`src/rtl/conf_mul_sched.sv`:
```
// Arbitrates two requesters onto one shared multiplier, with a CFG cycle whenever the mode changes.
// Accept to response is MUL_LATENCY+1 cycles, or +2 when the mode changes; DONE holds until rspN_ready, and nothing is accepted while busy.
module conf_mul_sched #(
  parameter int DATA_PATH_BITWIDTH = 24,
  parameter int OP_BITWIDTH        = 16,
  parameter int MUL_LATENCY        = 2
) (
  input  logic                          clk,
  input  logic                          rst,
  input  logic                          req0_valid,
  output logic                          req0_ready,
  input  logic [DATA_PATH_BITWIDTH-1:0] req0_a,
  input  logic [DATA_PATH_BITWIDTH-1:0] req0_b,
  input  logic                          req0_apx,
  input  logic                          req1_valid,
  output logic                          req1_ready,
  input  logic [DATA_PATH_BITWIDTH-1:0] req1_a,
  input  logic [DATA_PATH_BITWIDTH-1:0] req1_b,
  input  logic                          req1_apx,
  output logic                          rsp0_valid,
  input  logic                          rsp0_ready,
  output logic                          rsp1_valid,
  input  logic                          rsp1_ready,
  output logic [DATA_PATH_BITWIDTH-3:0] rsp_d,
  output logic [DATA_PATH_BITWIDTH-1:0] mul_a,
  output logic [DATA_PATH_BITWIDTH-1:0] mul_b,
  output logic                          mul_racc,
  output logic                          mul_rapx,
  input  logic [DATA_PATH_BITWIDTH-3:0] mul_d,
  output logic                          busy
);

  localparam int RW = DATA_PATH_BITWIDTH - 2;
  localparam logic [3:0] CNT_INIT = 4'(MUL_LATENCY - 1);

  if (MUL_LATENCY < 1 || MUL_LATENCY > 15 || OP_BITWIDTH < 1 || DATA_PATH_BITWIDTH < 3) begin : g_bad_param
    $error("conf_mul_sched: illegal parameter value");
  end

  typedef enum logic [1:0] {IDLE, CFG, EXEC, DONE} state_t;

  state_t                        state_q, state_d;
  logic                          rr_q, rr_d;
  logic                          gnt_q, gnt_d;
  logic                          apx_q, apx_d;
  logic                          mode_q, mode_d;
  logic [3:0]                    cnt_q, cnt_d;
  logic [DATA_PATH_BITWIDTH-1:0] mul_a_q, mul_a_d;
  logic [DATA_PATH_BITWIDTH-1:0] mul_b_q, mul_b_d;
  logic [RW-1:0]                 rsp_d_q, rsp_d_d;
  logic                          sel;

  always_comb begin
    state_d    = state_q;
    rr_d       = rr_q;
    gnt_d      = gnt_q;
    apx_d      = apx_q;
    mode_d     = mode_q;
    cnt_d      = cnt_q;
    mul_a_d    = mul_a_q;
    mul_b_d    = mul_b_q;
    rsp_d_d    = rsp_d_q;
    req0_ready = 1'b0;
    req1_ready = 1'b0;
    rsp0_valid = 1'b0;
    rsp1_valid = 1'b0;
    // Round-robin only breaks ties; a lone requester always wins.
    sel = (req0_valid && req1_valid) ? rr_q : req1_valid;

    unique case (state_q)
      IDLE: begin
        req0_ready = req0_valid && !sel;
        req1_ready = req1_valid && sel;
        if (req0_ready || req1_ready) begin
          gnt_d   = sel;
          mul_a_d = sel ? req1_a : req0_a;
          mul_b_d = sel ? req1_b : req0_b;
          apx_d   = sel ? req1_apx : req0_apx;
          cnt_d   = CNT_INIT;
          state_d = (apx_d != mode_q) ? CFG : EXEC;
        end
      end
      CFG: begin
        mode_d  = apx_q;
        cnt_d   = CNT_INIT;
        state_d = EXEC;
      end
      EXEC: begin
        if (cnt_q == 4'd0) begin
          rsp_d_d = mul_d;
          state_d = DONE;
        end else begin
          cnt_d = cnt_q - 4'd1;
        end
      end
      DONE: begin
        rsp0_valid = !gnt_q;
        rsp1_valid = gnt_q;
        if (gnt_q ? rsp1_ready : rsp0_ready) begin
          rr_d    = !gnt_q;
          state_d = IDLE;
        end
      end
      default: state_d = IDLE;
    endcase
  end

  always_ff @(posedge clk) begin
    if (!rst) begin
      state_q <= IDLE;
      rr_q    <= 1'b0;
      gnt_q   <= 1'b0;
      apx_q   <= 1'b0;
      mode_q  <= 1'b0;
      cnt_q   <= 4'd0;
      mul_a_q <= '0;
      mul_b_q <= '0;
      rsp_d_q <= '0;
    end else begin
      state_q <= state_d;
      rr_q    <= rr_d;
      gnt_q   <= gnt_d;
      apx_q   <= apx_d;
      mode_q  <= mode_d;
      cnt_q   <= cnt_d;
      mul_a_q <= mul_a_d;
      mul_b_q <= mul_b_d;
      rsp_d_q <= rsp_d_d;
    end
  end

  assign mul_a    = mul_a_q;
  assign mul_b    = mul_b_q;
  assign mul_rapx = mode_q;
  assign mul_racc = !mode_q;
  assign rsp_d    = rsp_d_q;
  assign busy     = (state_q != IDLE);

endmodule

```
`config.mk`:
```
export PLATFORM = sky130hd
export DESIGN_NAME = conf_mul_sched
export DESIGN_NICKNAME = d
export VERILOG_FILES = /design/src/rtl/conf_mul_sched.sv
export SDC_FILE = /design/constraint.sdc
export NUM_CORES = 1
export LEC_CHECK = 0
export ABC_CLOCK_PERIOD_IN_PS = 1800
export CORE_ASPECT_RATIO = 1.4
export CORE_MARGIN = 4
export CORE_UTILIZATION = 40
export DETAILED_ROUTE_END_ITERATION = 16
export PLACE_DENSITY = 0.77
export SYNTH_ARGS = -nofsm -noshare
export SYNTH_HDL_FRONTEND = slang
export SYNTH_SLANG_ARGS = --single-unit
export TNS_END_PERCENT = 50
```
`constraint.sdc`:
```
create_clock -name clk -period 1.8 [get_ports clk]
set_input_delay 0.27 -clock clk [delete_from_list [all_inputs] [get_ports clk]]
set_output_delay 0.27 -clock clk [all_outputs]
set_load 0.005 [all_outputs]
```
* After elaboration in Yosys (flattened, before gate mapping)
Index checks and enable logic that the tools add are counted.
** Operators by class
- Reduce and logical (&&, ||, !) cells :: 16
- Multiplexer cells :: 17
- Add/sub/neg operators :: 1
- Equal/unequal tests :: 8
** Operator list (count)
- 2-to-1 mux 24 bit :: 2
- one-hot mux 4 bit (3 select lines) :: 1
- 2-to-1 mux 2 bit :: 4
- 2-to-1 mux 4 bit :: 2
- inequality test 2 bit, second input constant :: 4
- one-hot mux 2 bit (4 select lines) :: 1
- 2-to-1 mux 1 bit :: 7
- AND reduction 2 bit :: 3
- AND reduction 3 bit :: 2
- equality test 2 bit, second input constant :: 2
- logical NOT 4 bit :: 1
- subtractor 4 x 1 -> 4 bit, second input constant :: 1
- logical AND 1 bit :: 3
- logical NOT 1 bit :: 3
- nonzero test 3 bit :: 1
- equality test 2 x 1 -> 1 bit, second input constant :: 1
- logical NOT 2 bit :: 1
- nonzero test 2 bit :: 1
- logical OR 1 bit :: 1
- inequality test 1 bit :: 1
** Word-level totals
- Logic and storage cells :: 51
- Bits in registers :: 80

* Logic depth before layout (Yosys ltp)
Gate-level depths: netlist of the first run.
- Word-level depth :: 7
- Depth in mapped cells :: 7
- Mapped depth without buffers :: 6

* Worst setup path before layout of the first run
OpenSTA, ideal clock, no wires.
- Path type :: reg2reg
- From :: register state_q[0]
- To :: register cnt_q[0]
- Library setup time :: 116 ps
- Cell stages (with the launch flop) :: 8
- Buffers on the path :: 1
- Arrival time :: 1497 ps
- Slack :: 187 ps
- Cells stage by stage :: dfxtp_1 -> inv_1 -> ha_1 -> nor4bb_1 -> buf_6 -> nor3_1 -> nand3_1 -> o211a_1
** On the way
- Word-level cells in the longest chain between the ends :: 3
** RTL lines
- start, declared :: line 42 : state_t state_q, state_d;
- start signal, assigned :: line 120 : state_q <= state_d;
- equality test 2 bit, or another cell as far along :: line 70 : unique case (state_q)
- inequality test 2 bit (no line) or nonzero test 3 bit (tied branches)
- AND reduction 3 bit (no line)
- end signal, assigned :: line 125 : cnt_q <= cnt_d;
- end, declared :: line 47 : logic [3:0] cnt_q, cnt_d;
Several ways; a longest one is shown, not always the timed one.
A chain may end at the register's enable or synchronous reset.

* Worst setup path after layout of the first run
- From :: register state_q[0]
- To :: output port req1_ready
** On the way
- Word-level cells in the longest chain between the ends :: 2
** RTL lines
- logical NOT 2 bit :: line 70
- 2-to-1 mux 1 bit :: line 70
- end, declared :: line 16 : output logic req1_ready,
Every way passes these cells.

==> impl_metrics.tcl, run 1 <==
set metrics [dict create \
    p_per_area_nw_per_um2 1290 \
    power.total_mw 8.23 \
    drtIter0Drc 94 \
    drc 0 \
    final_cell_count_no_fill 717 \
    ys_warn_count 0 \
    yosys-top-cells-count "dfxtp_1, nor2_1, mux2i_1" \
    htree_levels 3 \
    synthCells 390 \
    core_area_um2 9460 \
    holdWs_ns 0.459 \
    dp.cells 701 \
    fmax_mhz 588 \
    grt_pass1_wl_mm 18.4 \
    place.gp.congestion 0.730 \
    ios 203 \
    multiInputGateArea_um2 2070 \
    regArea_um2 1600 \
    maxCapViolations 0 \
    tns_ns 0 \
    reg2reg_from "cnt_q[0]" \
    end_kind "output port" \
    ff2ff_setup_slack_ns 0.13 \
    cts_sinks 80 \
    synth_top_area_cell "dfxtp_1" \
    hold_viol_final 0 \
    place_area_um2 6100 \
    viasPerCell 5.02 \
    gr-total-overflow 0 \
    antenna_cells 0 \
    final_antenna_net_count 0 \
    skew_ns 0.00611 \
    relSlewSlack_pct 71.5 \
    avgSynthCellArea_um2 9.94 \
    port_buffers 202 \
    netlist_area_um2 3880 \
    grt_pass1_vias 3819 \
    cts-root-buf "clkbuf_16" \
    hold_path_depth 2 \
    outcome "finished, final reports clean" \
    nFillCells 731 \
    vias 3602 \
    dp_slack_ns -0.130 \
    wire_per_inst_um 15.9 \
    first_pass_iters 4 \
    ys_seq_area_share_pct 41.3 \
    yosys.cell_count.top_type "dfxtp_1" \
    drv_slew 0 \
    ir_drop_uv 841 \
    synthTopCellsByArea "dfxtp_1, a211oi_2, mux2i_1, nor2_1, nand2_1" \
    rsz0062_at_grt "yes" \
    required_ns 1.53 \
    finalCriticalPeriod_ns 1.70 \
    tightest_slew_ns 0.424 \
    place_hpwl_mm 9.06 \
    ctsLongestPathBuffers 2 \
    start_kind "flip-flop" \
    worst_slack_ns 0.0995 \
    hold_path_startpoint "rsp_d[16]" \
    die_area_um2 11400 \
    yosysTopAreaCellShare_pct 41.3 \
    period_share_pct 94.5 \
    drive_above_1_share_pct 17.8 \
    worstPathArrival_ns 1.43 \
    nets 736 \
    syn_nets 524 \
    critPathKind "reg -> out" \
    design_area_um2 6400 \
    hold_path_end "rsp_d[16]" \
    fp.dieW_um 91.2 \
    cp_max_fo 5 \
    die_y_um 124 \
    grt_max_degree 55 \
    synth_edf_count 0 \
    synth_cell_types 42 \
    ys_ff_latch 80 \
    total_leakage_power_nw 2.59 \
    reg2reg_to "state_q[1]" \
    syn_to_final_growth_pct 65.1 \
    post-route-util_pct 67.7 \
    cts_buffers 9 \
    holdCritPathClass "reg -> reg" \
    antenna_found_initial 0 \
    cts_tree "yes" \
    clk_pin_slew_ns 0.06 \
    initial_core_util_pct 41.0 \
    drt_wl_total_mm 11.4 \
    reg2reg_depth 6 \
    synth_ff_type "dfxtp_1" \
    setup_viol 0 \
    grt.total_usage_pct 20.2 \
    clkLatencyLatePin_ns 0.33 \
    rows 42 \
    ys_async_sr_fraction_pct 0 \
]
per-layer routing:
metal / wire length (um) / global-route usage, % / vias to the layer above
li1: - / - / 1793
met1: 4040 / 19.3 / 1680
met2: 6430 / 39.9 / 115
met3: 781 / 6.83 / 14
met4: 148 / 5.42 / 0
met5: 0 / 0 / -
power by group:
| part | switching (mW) | internal [mW] |
|---|---|---|
| Combinational | 1.68 | 2.11 |
| Clock | 0.728 | 1.08 |
| Sequential | 0.313 | 2.33 |
| Total | 2.72 | 5.51 |
how the worst max path moves through the flow:
stage	start	endpoint	slack, ns	cells past startpoint
after global routing	cnt_q[0]	state_q[1]	-0.01	6
after detailed placement	req1_valid	mul_b[7]	-0.13	7
after global placement	req1_valid	req1_ready	-0.11	4
after CTS	state_q[0]	req1_ready	0.08	5
after floorplan	state_q[0]	cnt_q[0]	0.19	7
final	state_q[0]	req1_ready	0.1	5
layout make-up:
cell class | count | area share, %
repair buffers | 230 | 35.4
multi-input cells | 274 | 32.3
flip-flops and latches | 80 | 25.1
clock buffers | 10 | 3.58
well taps | 110 | 2.15
clock inverters | 6 | 1.06
inverters | 7 | 0.469
cells by family (layout without fill, tap and decap cells):
logic type	after synthesis	in the layout	share of synthesized area (%)
DFF	80	80	41.3
xor gates and xnor gates	2	2	0.452
and+or+nand+nor	127	127	15.0
adders and majority gates	8	8	2.58
muxes	51	51	13.2
AOI/OAI and AO/OA	86	86	21.6
buffers and inverters	36	253	5.87
worst max-delay path, cell delays in order, from the launching register on:
cell	delay, ns
dfxtp_2	0.33
inv_2	0.08
ha_2	0.22
inv_4	0.06
nor2_1	0.14
dlygate4sd2_1	0.27
cell usage in the layout, fill, tap and decap left out, types with 3 or more instances in the layout:
| master | n |
|---|---|
| clkbuf_16 | 9 |
| inv_1 | 4 |
| mux2i_1 | 51 |
| buf_4 | 24 |
| nand3_1 | 3 |
| dfxtp_1 | 78 |
| buf_12 | 3 |
| clkdlybuf4s50_1 | 196 |
| a211oi_2 | 48 |
| dlygate4sd2_1 | 6 |
| ha_1 | 6 |
| a21oi_1 | 26 |
| nand2_1 | 47 |
| a211oi_1 | 3 |
| nor2_1 | 59 |
registers in the layout, indices dropped and copies added (netlist names):
register and cells:
rsp_d 22, mul_b 24, state_q 2, gnt_q 1, cnt_q 4, mul_rapx 1, apx_q 1, rr_q 1
mul_a 24
timing repair:
item                                   CTS  global route
resized for setup                       12             1
endpoints found under the hold margin    0             0
setup endpoints to repair                5             5
hold buffers                             0             0
setup buffers                            0             0
Power figures use the tool's default switching activity.
==> run 2, diff against run 1 <==
- CORE_ASPECT_RATIO: 1.4 -> not set
==> run 2 against run 1 <==
  * Cell area rose by 0.14%
  * Flip-flop and latch count did not move
  * Count of clock-buffer cells in the layout fell by 1
  * Worst hold slack got worse by 0.0040 ns
  * Global-route usage fell by 0.34 points
  * Die area fell by 0.20%
  * Clock power fell by 18%
  * Clock skew rose by 0.0029 ns
  * Critical path type unchanged
  * Highest routed layer unchanged
==> impl_metrics.tcl, run 2 (synthesis gave the netlist of run 1 again) <==
set metrics [dict create \
    intPower_mw 5.27 \
    dp.cells 721 \
    reg2reg_from "state_q[0]" \
    grt_pass1_wl_mm 18.1 \
    critPathKind "reg -> out" \
    p_per_area_nw_per_um2 1240 \
    fp.dieW_um 106 \
    ff2ff_setup_slack_ns 0.15 \
    viasPerCell 4.89 \
    combPwrFrac_pct 48.3 \
    grt_pass1_vias 3752 \
    port_buffers 202 \
    skew_ns 0.00903 \
    cp_cell_sequence "buf_4 -> ha_1 -> and2_1 -> dlygate4sd2_1" \
    cts_sinks 80 \
    relSlewSlack_pct 69.3 \
    gr-total-overflow 0 \
    ctsLongestPathBuffers 2 \
    place.gp.congestion 0.788 \
    place_area_um2 6170 \
    vias 3605 \
    drtIter0Drc 71 \
    drive_above_1_share_pct 18.3 \
    die_y_um 106 \
    tns_ns 0 \
    cp.buffers_inverters 2 \
    swShare_pct 33.9 \
    worstSetupPathDepth 4 \
    final_antenna_net_count 0 \
    p_sw_mw 2.71 \
    outcome "finished, final reports clean" \
    pwr-share-seq_pct 33.0 \
    cts_tree "yes" \
    fmax_mhz 587 \
    busiest_layer "met2" \
    required_ns 1.53 \
    drt_wl_total_mm 11.7 \
    antenna_cells 0 \
    final_cell_count_no_fill 737 \
    drv_slew 0 \
    worstPathArrival_ns 1.43 \
    ir_drop_uv 703 \
    cts-root-buf "clkbuf_8" \
    die_area_um2 11300 \
    worst_path_largest_cell_delay_ns 0.33 \
    reg2reg_depth 6 \
    clk_pin_slew_ns 0.08 \
    period_share_pct 94.6 \
    antenna_found_initial 0 \
    clockPowerShare_pct 18.6 \
    hold_viol_final 0 \
    finalCriticalPeriod_ns 1.70 \
    nets 737 \
    ios 203 \
    cp_max_fo 3 \
    rsz0062_at_grt "no" \
    grt.total_usage_pct 19.8 \
    first_pass_iters 4 \
    setup_viol 0 \
    drc 0 \
    syn_to_final_growth_pct 65.3 \
    mostFrequentLayoutCell "clkdlybuf4s50_1" \
    initial_core_util_pct 41.6 \
    total_leakage_power_nw 2.58 \
    start_kind "flip-flop" \
    cts_buffers 9 \
    wire_per_inst_um 15.8 \
    post-route-util_pct 68.7 \
    design_area_um2 6410 \
    rows 35 \
    htree_levels 3 \
    grt_max_degree 43 \
    grtUsageMet3_pct 8.01 \
    holdCritPathClass "reg -> reg" \
    grtUsageMet2_pct 34.6 \
    startpoint "state_q[0]" \
    cts_setup_buffers 0 \
    use_met1_pct 21.9 \
    maxCapViolations 0 \
    cts_hold_buf 0 \
    final_cell_mix "clkdlybuf4s50_1, dfxtp_1, nor2_1" \
    place_hpwl_mm 9.27 \
    end_kind "output port" \
    critPathSlowestCell "dfxtp_2" \
    clkLatencyLatePin_ns 0.34 \
    core_area_um2 9330 \
    reg2reg_to "rsp_d[3]" \
    cp_top_family "buffers and inverters" \
    worstSetupEndpoint "rsp1_valid" \
    tightest_slew_ns 0.457 \
]
-- run 2: timing repair --
| item | CTS | global route |
|---|---|---|
| endpoints found under the setup margin | 5 | 1 |
| resized for setup | 13 | 1 |
| pin swaps | 0 | 0 |
-- run 2: through the flow --
stage          setup slack [ns]  power (mW)  hold slack (ns)
3_5_place_dp             -0.127        6.54            0.446
6_report                 0.0965        7.98            0.455
4_1_cts                  0.0716        8.07            0.445
3_3_place_gp            -0.0926        6.40            0.441
5_1_grt                  0.0302        8.53            0.463
2_1_floorplan             0.187        4.66            0.388
-- run 2: power groups by stage --
stage	clock [mW]	combinational [mW]	sequential, mW
after floorplan	0	1.96	2.69
after global placement	0	3.76	2.64
after detailed placement	0	3.87	2.68
after CTS	1.53	3.90	2.64
after global routing	1.61	4.21	2.71
final	1.49	3.86	2.63
-- run 2: worst min-delay path: cells and delay by family, from the launching register on --
family,cells,cell delay [ns]
AO/OA/AOI/OAI,1,0.05
flip-flops,1,0.31
AND/OR/NAND/NOR,1,0.05
-- run 2: how the worst min path moves through the flow --
stage / start / to / slack, ns / depth (start not counted)
CTS: mul_d[5] / rsp_d[5] / 0.44 / 3
detailed placement: rsp_d[6] / rsp_d[6] / 0.45 / 2
global route: mul_d[6] / rsp_d[6] / 0.46 / 3
finish: rsp_d[9] / rsp_d[9] / 0.46 / 2
floorplan: rst / gnt_q / 0.39 / 1
global placement: rsp_d[13] / rsp_d[13] / 0.44 / 2
-- run 2: layout make-up --
| type | instances | area (um^2) |
|---|---|---|
| tap | 129 | 161 |
| multi-input combinational | 274 | 2080 |
| sequential | 80 | 1600 |
| clock buffer | 9 | 124 |
| inverter | 7 | 30.0 |
| timing repair buffer | 231 | 2310 |
| fill | 747 | 2920 |
| clock inverter | 7 | 101 |
-- run 2: metal layers --
metal  share of wire (%)  vias up
met5                   0        -
li1                    -     1790
met1                  40     1657
met2                  48      142
met3                  10       16
met4                 1.9        0
==> run 3, diff against run 2 <==
- GPL_TIMING_DRIVEN: not set -> 0
==> run 3 against run 2 <==
  * Critical path depth increased by 2
  * Non-clock buffer count increased by 7
  * Critical path type unchanged
  * Routed wire length increased by 6.2%
==> impl_metrics.tcl, run 3 (synthesis gave the netlist of run 1 again) <==
set metrics [dict create \
    ir_drop_uv 568 \
    worst_path_largest_cell_delay_ns 0.38 \
    cts_buffers 9 \
    clkLatencyLatePin_ns 0.35 \
    mostFrequentLayoutCell "clkdlybuf4s50_1" \
    cp_top_family "buffers and inverters" \
    hold_viol_final 0 \
    fp.dieW_um 106 \
    finalCriticalPeriod_ns 1.79 \
    cts_tree "yes" \
    start_kind "flip-flop" \
    antenna_found_initial 0 \
    cts_sinks 80 \
    cp.buffers_inverters 4 \
    tightest_slew_ns 0.717 \
    grtUsageMet3_pct 7.71 \
    grt_pass1_wl_mm 19.2 \
    power.total_mw 7.95 \
    reg2reg_from "state_q[1]" \
    die_y_um 106 \
    cts-root-buf "clkbuf_8" \
    grt_max_degree 15 \
    startpoint "state_q[1]" \
    core_area_um2 9330 \
    cp_cell_sequence "inv_2 -> ha_4 -> buf_4 -> inv_4 -> nor2_2 -> dlygate4sd2_1" \
    vias 3677 \
    final_antenna_net_count 0 \
    first_pass_iters 4 \
    skew_ns 0.0110 \
    hold_path_startpoint "req1_valid" \
    grtUsageMet2_pct 37.5 \
    required_ns 1.53 \
    critPathKind "reg -> out" \
    clk_pin_slew_ns 0.09 \
    htree_levels 3 \
    die_area_um2 11300 \
    rows 35 \
    syn_to_final_growth_pct 65.0 \
    ios 203 \
    cts_hold_buf 0 \
    p_per_area_nw_per_um2 1240 \
    antenna_cells 0 \
    port_buffers 201 \
    total_leakage_power_nw 2.58 \
    dp.cells 720 \
    place_hpwl_mm 9.72 \
    setup_viol 0 \
    drt_wl_total_mm 12.4 \
    final_cell_count_no_fill 744 \
    drive_above_1_share_pct 18.7 \
    place.gp.congestion 0.821 \
    ctsLongestPathBuffers 2 \
    wire_per_inst_um 16.6 \
    end_kind "output port" \
    drc 0 \
    critPathSlowestCell "dfxtp_4" \
    drv_slew 0 \
    use_met1_pct 23.3 \
    fmax_mhz 560 \
    drtIter0Drc 82 \
    maxCapViolations 0 \
    worstPathArrival_ns 1.52 \
    holdCritPathClass "in -> reg" \
    busiest_layer "met2" \
    outcome "finished, final reports clean" \
    period_share_pct 99.2 \
    final_cell_mix "clkdlybuf4s50_1, dfxtp_1, nor2_1" \
    initial_core_util_pct 41.6 \
    cp_max_fo 5 \
    grt_pass1_vias 3761 \
    grt.total_usage_pct 21.0 \
    relSlewSlack_pct 52.2 \
    rsz0062_at_grt "yes" \
    tns_ns 0 \
    viasPerCell 4.94 \
    gr-total-overflow 0 \
    nets 744 \
    nFillCells 747 \
]
==> run 3: worst paths after layout <==
path | end | slack (ns) | cells after the start
min | gnt_q | 0.44 | 4
max reg2reg | mul_a[22] | 0.08 | 8
max | req1_ready | 0.01 | 6
min reg2reg | rsp_d[1] | 0.46 | 2
==> run 3: worst min-delay path, delay by kind of cell <==
family	cells	cell delay [ns]
buffers and inverters	1	0.18
AND/OR/NAND/NOR	2	0.13
AO/OA/AOI/OAI	1	0.17
==> run 3: through the flow <==
step | utilization [%] | worst slack (ns) | hold WS [ns] | area, um^2
6_report | 68.6 | 0.0144 | 0.442 | 6400
5_1_grt | 68.6 | -0.0670 | 0.453 | 6400
4_1_cts | 67.8 | -0.137 | 0.429 | 6320
3_5_place_dp | 64.9 | -0.523 | 0.447 | 6050
3_3_place_gp | 64.9 | -0.489 | 0.442 | 6050
2_1_floorplan | - | 0.187 | 0.388 | 3880
==> run 3: metal layers <==
layer / vias up / routed length, um
met1: 1709 / 4940
met4: 0 / 214
met3: 17 / 1170
met2: 144 / 6060
met5: - / 0
li1: 1807 / -
==> run 3: repair_timing <==
| item | CTS | global route |
|---|---|---|
| setup endpoints to repair | 42 | 28 |
| resized for setup | 17 | 10 |
| setup buffers | 6 | 3 |
| pin swaps | 2 | 3 |
==> run 3: report_power, final <==
group	switching (mW)	internal (mW)
combinational	1.81	2.15
sequential	0.337	2.33
clock	0.680	0.640
total	2.83	5.12
==> run 3: layout make-up <==
cell class	count	area (um^2)	area share, %
plain buffers	28	190	2.97
repair buffers	210	2080	32.5
inverters	7	28.8	0.450
clock buffers	9	124	1.94
multi-input cells	274	2130	33.3
clock inverters	7	72.6	1.13
well taps	129	161	2.52
flip-flops and latches	80	1610	25.2
